`src/rtl/bcd_pkg.sv`:
```
// Shared types and constants for the BCD accumulator slice.
package bcd_pkg;

  typedef enum logic [1:0] {
    IDLE     = 2'd0,
    ADD_ONES = 2'd1,
    ADD_TENS = 2'd2,
    FINISH   = 2'd3
  } state_t;

  localparam logic [4:0] BCD_MAX = 5'd9;
  localparam logic [4:0] BCD_ADJ = 5'd6;

  // One-digit BCD add; returns {carry, digit}. A raw sum above 9 is
  // corrected by +6 so the low nibble wraps back into 0..9.
  function automatic logic [4:0] bcd_digit_add(input logic [3:0] a,
                                               input logic [3:0] b,
                                               input logic       cin);
    logic [4:0] s;
    s = {1'b0, a} + {1'b0, b} + {4'b0000, cin};
    if (s > BCD_MAX) begin
      s = s + BCD_ADJ;
      bcd_digit_add = {1'b1, s[3:0]};
    end else begin
      bcd_digit_add = {1'b0, s[3:0]};
    end
  endfunction

endpackage

```
`src/rtl/key_debounce.sv`:
```
// Pushbutton conditioning: two-flop synchronizer, stable-level debounce,
// and a one-cycle pulse on each debounced press (1 -> 0).
module key_debounce #(
  parameter int unsigned DEB_CYCLES = 500000
) (
  input  logic clk,
  input  logic rst_n,
  input  logic key_in,
  output logic press
);

  localparam int unsigned CW = (DEB_CYCLES > 1) ? $clog2(DEB_CYCLES) : 1;
  localparam logic [CW-1:0] CNT_LAST = CW'(DEB_CYCLES - 1);

  logic          sync1;
  logic          sync2;
  logic          db_level;
  logic [CW-1:0] cnt;
  logic [1:0]    flush;
  logic          armed;

  // Presses are only armed once a released level has come through the
  // flushed synchronizer, so a key held down across reset exit is ignored.
  always_ff @(posedge clk) begin
    if (!rst_n) begin
      sync1    <= 1'b1;
      sync2    <= 1'b1;
      db_level <= 1'b1;
      cnt      <= '0;
      flush    <= '0;
      armed    <= 1'b0;
      press    <= 1'b0;
    end else begin
      sync1 <= key_in;
      sync2 <= sync1;
      flush <= {flush[0], 1'b1};
      if (flush[1] && sync2) begin
        armed <= 1'b1;
      end
      press <= 1'b0;
      if (sync2 != db_level) begin
        if (cnt == CNT_LAST) begin
          db_level <= sync2;
          cnt      <= '0;
          press    <= armed & ~sync2;
        end else begin
          cnt <= cnt + CW'(1);
        end
      end else begin
        cnt <= '0;
      end
    end
  end

endmodule

```
`src/rtl/bcd_accumulator.sv`:
```
// Two-digit BCD accumulator driven by a debounced pushbutton.
module bcd_accumulator
  import bcd_pkg::*;
#(
  parameter int unsigned DEB_CYCLES = 500000
) (
  input  logic       CLOCK_50,
  input  logic       KEY0,
  input  logic       KEY1,
  input  logic [8:0] SW,
  output logic [3:0] ONES,
  output logic [3:0] TENS,
  output logic       OVF,
  output logic       ERR,
  output logic       BUSY,
  output logic       DONE
);

  state_t     state, state_n;
  logic [3:0] operand, operand_n;
  logic       carry, carry_n;
  logic [3:0] ones_n, tens_n;
  logic       ovf_n, err_n;
  logic [4:0] sum;
  logic       press;
  logic       unused_sw;

  assign unused_sw = ^SW[7:4];

  key_debounce #(
    .DEB_CYCLES(DEB_CYCLES)
  ) u_key (
    .clk   (CLOCK_50),
    .rst_n (KEY0),
    .key_in(KEY1),
    .press (press)
  );

  // Next-state and datapath updates; everything holds unless the state acts on it.
  always_comb begin
    state_n   = state;
    operand_n = operand;
    carry_n   = carry;
    ones_n    = ONES;
    tens_n    = TENS;
    ovf_n     = OVF;
    err_n     = ERR;
    sum       = '0;
    case (state)
      IDLE: begin
        if (SW[8]) begin
          ones_n = '0;
          tens_n = '0;
          ovf_n  = 1'b0;
          err_n  = 1'b0;
        end else if (press) begin
          if ({1'b0, SW[3:0]} > BCD_MAX) begin
            err_n = 1'b1;
          end else begin
            operand_n = SW[3:0];
            state_n   = ADD_ONES;
          end
        end
      end
      ADD_ONES: begin
        sum     = bcd_digit_add(ONES, operand, 1'b0);
        ones_n  = sum[3:0];
        carry_n = sum[4];
        state_n = ADD_TENS;
      end
      ADD_TENS: begin
        sum    = bcd_digit_add(TENS, 4'd0, carry);
        tens_n = sum[3:0];
        if (sum[4]) begin
          ovf_n = 1'b1;
        end
        state_n = FINISH;
      end
      FINISH: begin
        state_n = IDLE;
      end
      default: begin
        state_n = IDLE;
      end
    endcase
  end

  // State and output registers; BUSY/DONE are registered from the next state
  // so they line up with the state they describe.
  always_ff @(posedge CLOCK_50) begin
    if (!KEY0) begin
      state   <= IDLE;
      operand <= '0;
      carry   <= 1'b0;
      ONES    <= '0;
      TENS    <= '0;
      OVF     <= 1'b0;
      ERR     <= 1'b0;
      BUSY    <= 1'b0;
      DONE    <= 1'b0;
    end else begin
      state   <= state_n;
      operand <= operand_n;
      carry   <= carry_n;
      ONES    <= ones_n;
      TENS    <= tens_n;
      OVF     <= ovf_n;
      ERR     <= err_n;
      BUSY    <= (state_n != IDLE);
      DONE    <= (state_n == FINISH);
    end
  end

endmodule

```
`config.mk`:
```
export PLATFORM = sky130hd
export DESIGN_NAME = bcd_accumulator
export DESIGN_NICKNAME = d
export VERILOG_FILES = /design/src/rtl/bcd_pkg.sv /design/src/rtl/key_debounce.sv /design/src/rtl/bcd_accumulator.sv
export SDC_FILE = /design/constraint.sdc
export NUM_CORES = 1
export LEC_CHECK = 0
export BUFFER_PORTS_ARGS = -buffer_cell sky130_fd_sc_hd__buf_2
export CORE_MARGIN = 2
export CORE_UTILIZATION = 40
export DETAILED_ROUTE_END_ITERATION = 7
export PLACE_DENSITY = 0.61
export SYNTH_ARGS = -nofsm -noshare
export SYNTH_HDL_FRONTEND = slang
export SYNTH_SLANG_ARGS = --single-unit
export TNS_END_PERCENT = 20
```
`constraint.sdc`:
```
create_clock -name CLOCK_50 -period 2.7 [get_ports CLOCK_50]
set_input_delay 0.135 -clock CLOCK_50 [delete_from_list [all_inputs] [get_ports CLOCK_50]]
set_output_delay 0.135 -clock CLOCK_50 [all_outputs]
set_load 0.05 [all_outputs]
```
==> reports/qor.txt <==
Status -> finished, final reports clean
First-pass GRT wire length -> 7155 um
Final HPWL from detailed placement -> 2975 um
Startpoint Class -> flip-flop
Placer Congestion -> 0.8618
Final hold violations -> 0
Yosys reg bits -> 45
Die height -> 79.08 um
Mux cell area share after synthesis -> 2.664%
Fin crit share -> 94.29%
Synth Flop Type -> dfxtp_1
Post-CTS setup buffers -> 0
Compound-Gate Fraction of Synth Area -> 11.76%
Die Footprint -> 6253 um2
Vias per cell -> 4.942
# setup viols final -> 0
Synth top area share -> 39.96%
CP Class -> reg -> reg
Core region area -> 5473 um2
Final Max Slew Viols -> 0
Number of gates resized after cts -> 0
Clock Tree Buf Depth -> 2
Worst hold path class -> in -> reg
EDFF count, synth -> 0
Worst EP required -> 2.90 ns
Number of library cell types mapped by synthesis -> 44
Reg clk slew, reported paths -> 0.08 ns
# port buffers -> 19
Routed WL -> 4045 um
Post-synth design cell area -> 2255 um2
CTS root buffer -> clkbuf_8
Met1 global-route usage -> 18.30%
Max-cap violations -> 0
Sink Count -> 45
Inst Count DP -> 338
Yosys warnings -> 0
DRT antenna net count -> 0
Vias in the first global route -> 1609
Final Util -> 45.66%
Row Count -> 27
Non-Filler Instances -> 346
CP max FO -> 4
Initial antenna violation count -> 0
Clk_skew -> 0.004736 ns
First drt pass iteration count -> 4
RSZ-0062 raised after global routing -> false
Syn nets -> 280
CP Capture Type -> flip-flop
Pwr Density -> 442.9 nW/um2
Met2 Use GR -> 23.05%
H-tree Lvls -> 2
Adder-cell area share of the yosys netlist -> 8.102%
Inserted Clock Buffers -> 5
Leakage power -> 0.8668 nW
Die W -> 79.08 um
Final instance area -> 2499 um2
Gr busiest metal -> met2
Via count -> 1710
Dpl ws -> 0.1804 ns
Cell accounting for the most synthesized area -> dfxtp_1
Global route total overflow -> 0
Largest net degree at the start of global routing -> 29
Layout cell share with drive strength beyond 1 -> 13.87%
Layout Area Growth over Synthesis -> 10.82%
Fmax -> 392.8 MHz
Initial DRC count -> 63
GR Util All Layers -> 14.37%
DRC viols -> 0
XOR/XNOR Fraction of Synth Area -> 8.546%
Post-synthesis sequential area ratio -> 39.96%
Ports -> 24
DR WL/cell -> 11.69 um
Total negative setup slack -> 0 ns
Simple-gate share of the synthesized area -> 25.14%
Worst VDD drop -> 0.0002616 V
Worst-Skew Late Latency -> 0.30 ns
Combinational family with the most area after synthesis -> simple AND/OR/NAND/NOR gates
Placed Instance Area -> 2412 um2
CTS tree -> done
Ys async rst share -> 0%
Starting Density -> 41.20%
Gate Count Post-Synth -> 254
Final #Nets -> 299
Post-CTS Hold Fix Bufs -> 0
Minimum clock period after layout -> 2.546 ns
Arrival time at the worst endpoint -> 2.74 ns
Slew Limit Headroom -> 70.29%
Syn avg cell area -> 8.877 um2
Final WS setup -> 0.1541 ns
ANT cells -> 0
Synth area leaders -> dfxtp_1, ha_1, nor2_1
Met3 Usage GRT -> 3.636%
Slew of the pin with the lowest slew margin -> 0.4432 ns
-- through the flow --
step                      hold slack (ns)  power [mW]
after floorplan                    0.1627      0.7029
after global placement             0.3161      0.7136
after detailed placement           0.3236      0.7134
after CTS                        0.002915       1.132
after global routing              0.01777       1.155
final                             0.01647       1.107
-- logic make-up after synthesis --
kind of cell               Yosys count
AOI/OAI and AO/OA                   40
adders and majority gates           14
DFF                                 45
buffers and inverters               22
muxes                                6
xor gates and xnor gates            22
and+or+nand+nor                    105
-- synthesized netlist by cell type (all sizes together), types with 2 or more instances --
library cell and count:
a211oi 2, a21boi 2, a21oi 9, a22oi 2, a31o 3, a31oi 5
and2 6, and3 3, clkbuf 6, dfxtp 45, ha 13, inv 15
mux2i 6, nand2 15, nand2b 4, nand3 9, nand3b 3, nand4 8
nor2 31, nor2b 10, nor3 6, o21ai 12, o311ai 2, or2 3
xnor2 11, xor2 11
-- power breakdown --
part | internal (mW) | total (mW) | switching [mW]
registers | 0.667 | 0.669 | 0.00192
clock network | 0.179 | 0.409 | 0.231
logic | 0.0105 | 0.0281 | 0.0177
-- worst max-delay path: stages (launching register included) --
cell and delay (ns):
dfxtp_1 0.34, ha_1 0.16, inv_1 0.05, fa_1 0.40, xor2_1 0.21, ha_1 0.24
nor2b_1 0.14, a31o_1 0.22, o311ai_4 0.36, xnor2_1 0.11, a31o_1 0.21
-- state kept, by name, summed over array words and instances (netlist names), 2 cells and up --
name	cells
u_key.cnt	19
ONES	4
TENS	4
operand	4
state	2
u_key.flush	2
-- cell type report --
cell class / instances / area, um2
Multi-Input combinational cell: 187 / 1267
Clock buffer: 5 / 68.82
Clock inverter: 3 / 17.52
Sequential cell: 45 / 903.4
Timing Repair Buffer: 19 / 95.09
Fill cell: 560 / 2974
Tap cell: 72 / 90.09
Inverter: 15 / 56.30
-- layout by cell type, fill, tap and decap left out, drive strengths merged, types with 9 or more instances in the layout --
master,synthesis,routed
inv,15,15
ha,13,13
xnor2,11,11
nand3,9,9
nor2,31,31
buf,1,19
nand2,15,15
o21ai,12,12
dfxtp,45,45
xor2,11,11
nor2b,10,10
a21oi,9,9
-- routing by layer --
layer  vias to the layer above  part of all wire, %
met1                       774                   51
met3                         7                  3.4
li1                        908                    -
met4                         0                  2.0
met5                         -                    0
met2                        21                   44
-- final timing paths --
check             depth (start not counted)  slack [ns]   startpoint          end
setup reg to reg                         10        0.15   operand[0]      ONES[1]
hold / removal                            2        0.02         KEY1  u_key.sync1
setup / recovery                         10        0.15   operand[0]      ONES[1]
hold reg to reg                           1        0.41  u_key.sync1  u_key.sync2
(Power assumes the default switching activity.)
